`config.mk`:
```
export PLATFORM = sky130hd
export DESIGN_NAME = id_branch_unit
export DESIGN_NICKNAME = d
export VERILOG_FILES = /design/src/rtl/mips_defs.sv /design/src/rtl/d_cmp.sv /design/src/rtl/id_branch_unit.sv
export SDC_FILE = /design/constraint.sdc
export NUM_CORES = 1
export LEC_CHECK = 0
export ABC_CLOCK_PERIOD_IN_PS = 2900
export BUFFER_PORTS_ARGS = -buffer_cell sky130_fd_sc_hd__clkbuf_2
export CORE_AREA = 3 3 142 144
export CTS_BUF_LIST = sky130_fd_sc_hd__clkbuf_16
export CTS_CLUSTER_SIZE = 12
export DETAILED_ROUTE_END_ITERATION = 12
export DIE_AREA = 0 0 145 147
export HOLD_SLACK_MARGIN = 0.02
export SYNTH_ARGS = -nofsm -noshare
export SYNTH_HDL_FRONTEND = slang
export SYNTH_HIERARCHICAL = 1
export SYNTH_SLANG_ARGS = --single-unit
```
`constraint.sdc`:
```
create_clock -name clk -period 2.9 [get_ports clk]
set_input_delay 0.145 -clock clk [delete_from_list [all_inputs] [get_ports clk]]
set_output_delay 0.145 -clock clk [all_outputs]
set_load 0.005 [all_outputs]
```
`src/rtl/mips_defs.sv`:
```
`default_nettype none
// ============================================================================
// Package     : mips_defs
// Description : Opcode/funct constants and jumpOp encoding for the P5 pipeline.
// Revision    : 1.0
// ============================================================================
package mips_defs;

    localparam logic [5:0]  OP_SPECIAL       = 6'b000000;
    localparam logic [5:0]  OP_BEQ           = 6'b000100;
    localparam logic [5:0]  OP_JAL           = 6'b000011;
    localparam logic [5:0]  FN_JR            = 6'b001000;

    localparam logic [2:0]  JOP_NONE         = 3'd0;
    localparam logic [2:0]  JOP_BEQ          = 3'd1;
    localparam logic [2:0]  JOP_JAL          = 3'd2;
    localparam logic [2:0]  JOP_JR           = 3'd3;

    localparam logic [31:0] RESET_PC_DEFAULT = 32'h0000_3000;

    // Maps an instruction word to its control-transfer class.
    function automatic logic [2:0] decode_jop(input logic [31:0] instr);
        logic [2:0] jop;
        jop = JOP_NONE;
        if (instr[31:26] == OP_BEQ)
            jop = JOP_BEQ;
        else if (instr[31:26] == OP_JAL)
            jop = JOP_JAL;
        else if (instr[31:26] == OP_SPECIAL && instr[5:0] == FN_JR)
            jop = JOP_JR;
        return jop;
    endfunction

endpackage
`default_nettype wire

```
`src/rtl/d_cmp.sv`:
```
`default_nettype none
// ============================================================================
// Module      : d_cmp
// Description : Decode-stage operand comparator; equality only for now.
// Revision    : 1.0
// ============================================================================
module d_cmp (
    input  logic [31:0] rs_data,
    input  logic [31:0] rt_data,
    output logic        zero
);

    assign zero = (rs_data == rt_data);

endmodule
`default_nettype wire

```
`src/rtl/id_branch_unit.sv`:
```
`default_nettype none
// ============================================================================
// Module      : id_branch_unit
// Description : IF/ID register, control-transfer decode and next-PC request.
// Revision    : 1.0
// ============================================================================
module id_branch_unit
    import mips_defs::*;
#(
    parameter logic [31:0] RESET_PC = RESET_PC_DEFAULT
) (
    input  logic        clk,
    input  logic        reset,
    input  logic        enable,
    input  logic [31:0] F_instr,
    input  logic [31:0] F_pc,
    input  logic [31:0] D_rsData,
    input  logic [31:0] D_rtData,
    output logic [31:0] D_instr,
    output logic [31:0] D_pc,
    output logic [31:0] D_pcPlus4,
    output logic [31:0] D_pcPlus8,
    output logic [2:0]  jumpOp,
    output logic        zero,
    output logic [15:0] offset,
    output logic [25:0] instr_index,
    output logic [31:0] rsIn,
    output logic [31:0] taken_cnt
);

    logic [31:0] r_instr;
    logic [31:0] r_pc;
    logic [31:0] r_taken_cnt;
    logic [2:0]  w_jop;
    logic        w_zero;
    logic        w_taken;

    // Comparator output feeds fetch directly; nothing else sits on this path.
    d_cmp u_d_cmp (
        .rs_data (D_rsData),
        .rt_data (D_rtData),
        .zero    (w_zero)
    );

    assign w_jop   = decode_jop(r_instr);
    assign w_taken = (w_jop == JOP_JAL) || (w_jop == JOP_JR) ||
                     ((w_jop == JOP_BEQ) && w_zero);

    always_ff @(posedge clk) begin
        if (reset) begin
            r_instr     <= 32'h0000_0000;
            r_pc        <= RESET_PC;
            r_taken_cnt <= 32'h0000_0000;
        end else if (enable) begin
            r_instr <= F_instr;
            r_pc    <= F_pc;
            if (w_taken)
                r_taken_cnt <= r_taken_cnt + 32'd1;
        end
    end

    assign D_instr     = r_instr;
    assign D_pc        = r_pc;
    assign D_pcPlus4   = r_pc + 32'd4;
    assign D_pcPlus8   = r_pc + 32'd8;
    assign jumpOp      = w_jop;
    assign zero        = w_zero;
    assign offset      = r_instr[15:0];
    assign instr_index = r_instr[25:0];
    assign rsIn        = D_rsData;
    assign taken_cnt   = r_taken_cnt;

endmodule
`default_nettype wire
```
# Yosys cells after proc, flatten, opt, wreduce, memory -nomap -nowiden
# Index checks and enable logic that the tools add are counted.
[word_totals]
latchBits = 0
mem_count = 0
regBits = 96
ram_bits = 0
word_cells = 22
rom_bits = 0
[op_classes]
magnitude_cmp = 0
multipliers = 0
n_eq_ne = 7
n_addsub = 3
div_mod_pow = 0
shift = 0
bitwise_logic = 0
mux = 3
n_reduce_logical = 6
[ops]
columns = ["operator", "n"]
rows = [
  ["adder 32 x 1 -> 32 bit, second input constant", 1],
  ["adder 32 x 3 -> 32 bit, second input constant", 1],
  ["adder 32 x 4 -> 32 bit, second input constant", 1],
  ["== test 32 bit", 1],
  ["== test 3 x 2 -> 1 bit, second input constant", 2],
  ["== test 6 x 2 -> 1 bit, second input constant", 1],
  ["== test 6 x 3 -> 1 bit, second input constant", 1],
  ["== test 6 x 4 -> 1 bit, second input constant", 1],
  ["logical NOT 6 bit", 1],
  ["2-to-1 mux 2 bit", 3],
  ["== test 3 x 1 -> 1 bit, second input constant", 1],
  ["logical AND 1 bit", 2],
  ["logical OR 1 bit", 2],
  ["AND reduction 2 bit", 1],
]

# Depth between registers and ports, before layout
[depth]
ltp_word = 9
mapped_depth = 10

# Hierarchy
# The synthesis kept the hierarchy.
[modules_own_cells]
columns = ["module", "n_inst", "area_each_um2", "cells_each"]
rows = [
  ["id_branch_unit", 1, 5484.0, 642],
  ["d_cmp", 1, 346.6, 43],
]

# Worst setup path after synthesis
# Ideal clock, no wire load.
[synth_timing]
path_kind = "input-to-reg"
startpoint = "in D_rtData[31]"
endpoint = "reg r_taken_cnt[28] (netlist: taken_cnt[28])"
setup_slack_ns = 0.692
n_path_buf = 1
setup_time_ns = 0.071
required_time_ns = 2.829
t_arrival_ns = 2.137
stages = 10
path_cell_list = "xor2_1 nor4_1 nand4_1 nor2_1 nor4bb_1 a2bb2oi_1 a21o_1 buf_6 or4_1 a21oi_1"
[synth_between]
elab_chain_cells = 4
[synth_rtl]
columns = ["item", "line", "text"]
rows = [
  ["from (decl)", "id_branch_unit.sv:18", "input logic [31:0] D_rtData,"],
  ["== test 32 bit", "d_cmp.sv:13", "assign zero = (rs_data == rt_data);"],
  ["named net zero", "id_branch_unit.sv:24", "output logic zero,"],
  ["logical AND 1 bit", "id_branch_unit.sv:47", "((w_jop == JOP_BEQ) && w_zero);"],
  ["logical OR 1 bit", "id_branch_unit.sv:46", "assign w_taken = (w_jop == JOP_JAL) || (w_jop == JOP_JR) ||"],
  ["AND reduction 2 bit (no line)", "--", ""],
  ["to (signal assigned)", "id_branch_unit.sv:58", "r_taken_cnt <= r_taken_cnt + 32'd1;"],
  ["to (decl)", "id_branch_unit.sv:33", "logic [31:0] r_taken_cnt;"],
]
# The timed path passes the listed nets, and every way through them passes these cells.
# A chain may end at the register's enable or synchronous reset.

# Worst setup path after layout
[layout_timing]
startpoint = "reg r_pc[3] (netlist: D_pc[3])"
endpoint = "out D_pcPlus4[29]"
[layout_between]
elab_chain_cells = 1
[layout_rtl]
columns = ["item", "line", "text"]
rows = [
  ["from (decl)", "id_branch_unit.sv:32", "logic [31:0] r_pc;"],
  ["from (signal assigned)", "id_branch_unit.sv:56", "r_pc <= F_pc;"],
  ["adder 32 x 3 -> 32 bit", "id_branch_unit.sv:64", "assign D_pcPlus4 = r_pc + 32'd4;"],
  ["to (decl)", "id_branch_unit.sv:21", "output logic [31:0] D_pcPlus4,"],
]
# Every way passes these cells.

==> reports/metrics.cfg <==
[cells_and_area]
drive_above_1_share = 0.418
area_delta_synth_final_pct = 33.6
layout.nets = 1107
final_area_um2 = 7790
n_antenna_cell = 0
postLayoutCoreUtil = 0.414
regArea_um2 = 1920
n_fill_cell = 1919
multi_input_area_um2 = 3130

[sta]
max_freq_mhz = 384
period_share = 0.897
fin_crit_ps = 2600
setup_violations = 0
setup_tns_ps = 0
rsz0062_at_grt = false
worst_slew_pin_slew_ps = 878
slew_viol_final = 0
finalHoldViolCount = 0
clock-skew-final_ps = 9.08
layout_setup_ws_ps = 298
relSlewSlack = 0.415

[floorplan]
initial_utilization = 0.310
die_w_um = 145
coreArea_um2 = 18800
ioPinCount = 369
die-area_um2 = 21300
die_h_um = 147
rows = 50

[synth]
synth_edf_count = 0
synth-seq-cells = 96
synth-async-reset-ratio = 0
synth_area_leaders = dfxtp_1 (33%), mux2i_1 (11%), buf_4 (10%)
synth_cell_types = 45
yosys.area.top_type = dfxtp_1
synthCells = 685
avgSynthCellArea_um2 = 8.51
synth_top_area_frac = 0.330
synthesis.nets = 819
synth_ff_type = dfxtp_1
yosys-top-cells-count = dfxtp_1 (96), nor2_1 (95), buf_4 (80)
synth_seq_area_share = 0.330
yosysMostFrequentCell = dfxtp_1
synth_area_um2 = 5830
yosys_warnings = 6

[min_path]
hold_path.class = in2reg

[pwr]
power.switching_uw = 890
finalPower_uw = 3230
power_frac_clock = 0.377
p_leak_uw = 0.00384
comb_power_share = 0.171
powerDensity_nw_per_um2 = 414
p_seq_frac = 0.452
switching_share = 0.276
p_int_uw = 2340
ir_drop_uv = 237

[detailed_routing]
drc = 0
vias_per_cell = 4.56
wirelength_um = 19100
wl_per_cell_um = 15.4
first_pass_iters = 5
drtIter0Drc = 220
routed-via-count = 5640
ant_nets = 0

[critical_path]
startpoint_type = register
worstPathArrival_ps = 2460
cp-end-kind = primary output
slowest_stage = nor4b_2
critPathTopFamily = simple AND/OR/NAND/NOR gates
critPathBufInv = 2
path_class = reg2out
cpPeakStageDelay_ps = 380
crit_fanout = 6
cp_data_required_time_ps = 2760
path_cells = ha_1 -> and3_1 -> nand3_1 -> nor4b_2 -> buf_4 -> nand4_1 -> xnor2_1 -> clkbuf_2

[clock_network]
cts-htree-levels = 3
cts_buffers = 9
clk_latency_ps = 340
cts-root-buf = clkbuf_16
cts.clk_slew.worst_paths_ps = 70
cts_sinks = 96
cts_buffer_depth = 2
cts_tree = yes

[place]
io_buffers = 367
hpwl_um = 15200
dpl_worst_slack_ps = 61.3
dpl_cell_area_um2 = 7370
gp_congestion = 0.895

[grt]
grt_util_all_layers = 0.170
grt_pass1_wl_um = 29600
grt_max_degree = 69
grt-ovfl-total = 0
antenna_found_initial = 0
grt_pass1_vias = 5262

[flow_run]
cap_violations = 0

[run_status]
status = completed

## through the flow
| step | hold WS, ps | cells |
|---|---|---|
| floorplan | 267 | 685 |
| global placement | 357 | 1210 |
| detailed placement | 356 | 1210 |
| CTS | 20.1 | 1238 |
| global route | 35.8 | 1238 |
| finish | 33.3 | 1238 |
## area by class of cell
type                    count  area share
flip-flops and latches     96       0.247
inverters                   8     0.00386
repair buffers            396       0.268
well taps                 260      0.0418
multi-input cells         462       0.401
clock buffers               9      0.0289
clock inverters             7     0.00900
## power by group through the flow
| stage | registers (uW) | logic (uW) | clock network (uW) |
|---|---|---|---|
| 5_1_grt | 1470 | 610 | 1320 |
| 2_1_floorplan | 1460 | 324 | 0 |
| 6_report | 1460 | 553 | 1220 |
| 3_3_place_gp | 1490 | 545 | 0 |
| 3_5_place_dp | 1490 | 546 | 0 |
| 4_1_cts | 1460 | 563 | 1260 |
## per-layer routing
layer / GRT usage / wire length [um] / vias to the layer above
met5: 0 / 0 / -
met4: 0.0499 / 280 / 0
met3: 0.0345 / 1080 / 16
met2: 0.281 / 9120 / 174
met1: 0.226 / 8640 / 2616
li1: - / - / 2834
## worst register-to-register path, delay by kind of cell (launching register included)
kind / cells / cell delay, ps
AOI/OAI and AO/OA: 2 / 480
DFF: 1 / 380
and+or+nand+nor: 3 / 1410
## logic make-up (layout without fill, tap and decap cells)
logic type                 after synthesis  in the layout  synth area share
other                                    1              1          0.000643
and+or+nand+nor                        241            241             0.206
AOI/OAI and AO/OA                       52             52            0.0605
buffers and inverters                  127            420             0.135
muxes                                   64             64             0.110
adders and majority gates                3              3           0.00644
DFF                                     96             96             0.330
xor gates and xnor gates               101            101             0.152
## cell usage in the layout, fill, tap and decap left out, drive strengths merged, types with 4 or more instances in the layout
cell         Yosys  routed
clkbuf          27     374
dfxtp           96      96
nor2            95      95
mux2i           63      63
xor2            57      57
xnor2           44      44
nand2           42      42
nand3           21      21
buf             92      19
a21oi           17      17
nand4           16      16
nor4            13      13
dlygate4sd3      0      12
or4             10      10
inv              8      10
o31ai            9       9
or3              9       9
and4             8       8
a211oi           8       8
and2             7       7
o21ai            7       7
nor3             5       5
clkinv           0       4
## sequential cells by signal, indices dropped and copies added (netlist names)
| signal | count |
|---|---|
| D_instr | 32 |
| D_pc | 32 |
| taken_cnt | 32 |
## final timing paths
kind | cells after the start | slack [ps] | start | endpoint
worst max-delay path | 8 | 300 | D_pc[3]$_SDFFE_PP0P_ | D_pcPlus4[29]
worst min-delay path | 3 | 30 | F_pc[21] | D_pc[21]$_SDFFE_PP0P_
worst max register to register | 5 | 550 | D_instr[31]$_SDFFE_PP0P_ | taken_cnt[24]$_SDFFE_PP0P_
worst min register to register | 2 | 500 | taken_cnt[30]$_SDFFE_PP0P_ | taken_cnt[30]$_SDFFE_PP0P_
## timing repair
| item | 4_1_cts | 5_1_grt |
|---|---|---|
| setup endpoints to repair | 0 | 2 |
| hold buffers | 12 | 0 |
| buffers inserted | 0 | 0 |
| hold endpoints to repair | 12 | 0 |
| resized for setup | 0 | 1 |
No activity file was read; power rests on OpenSTA's default activity.
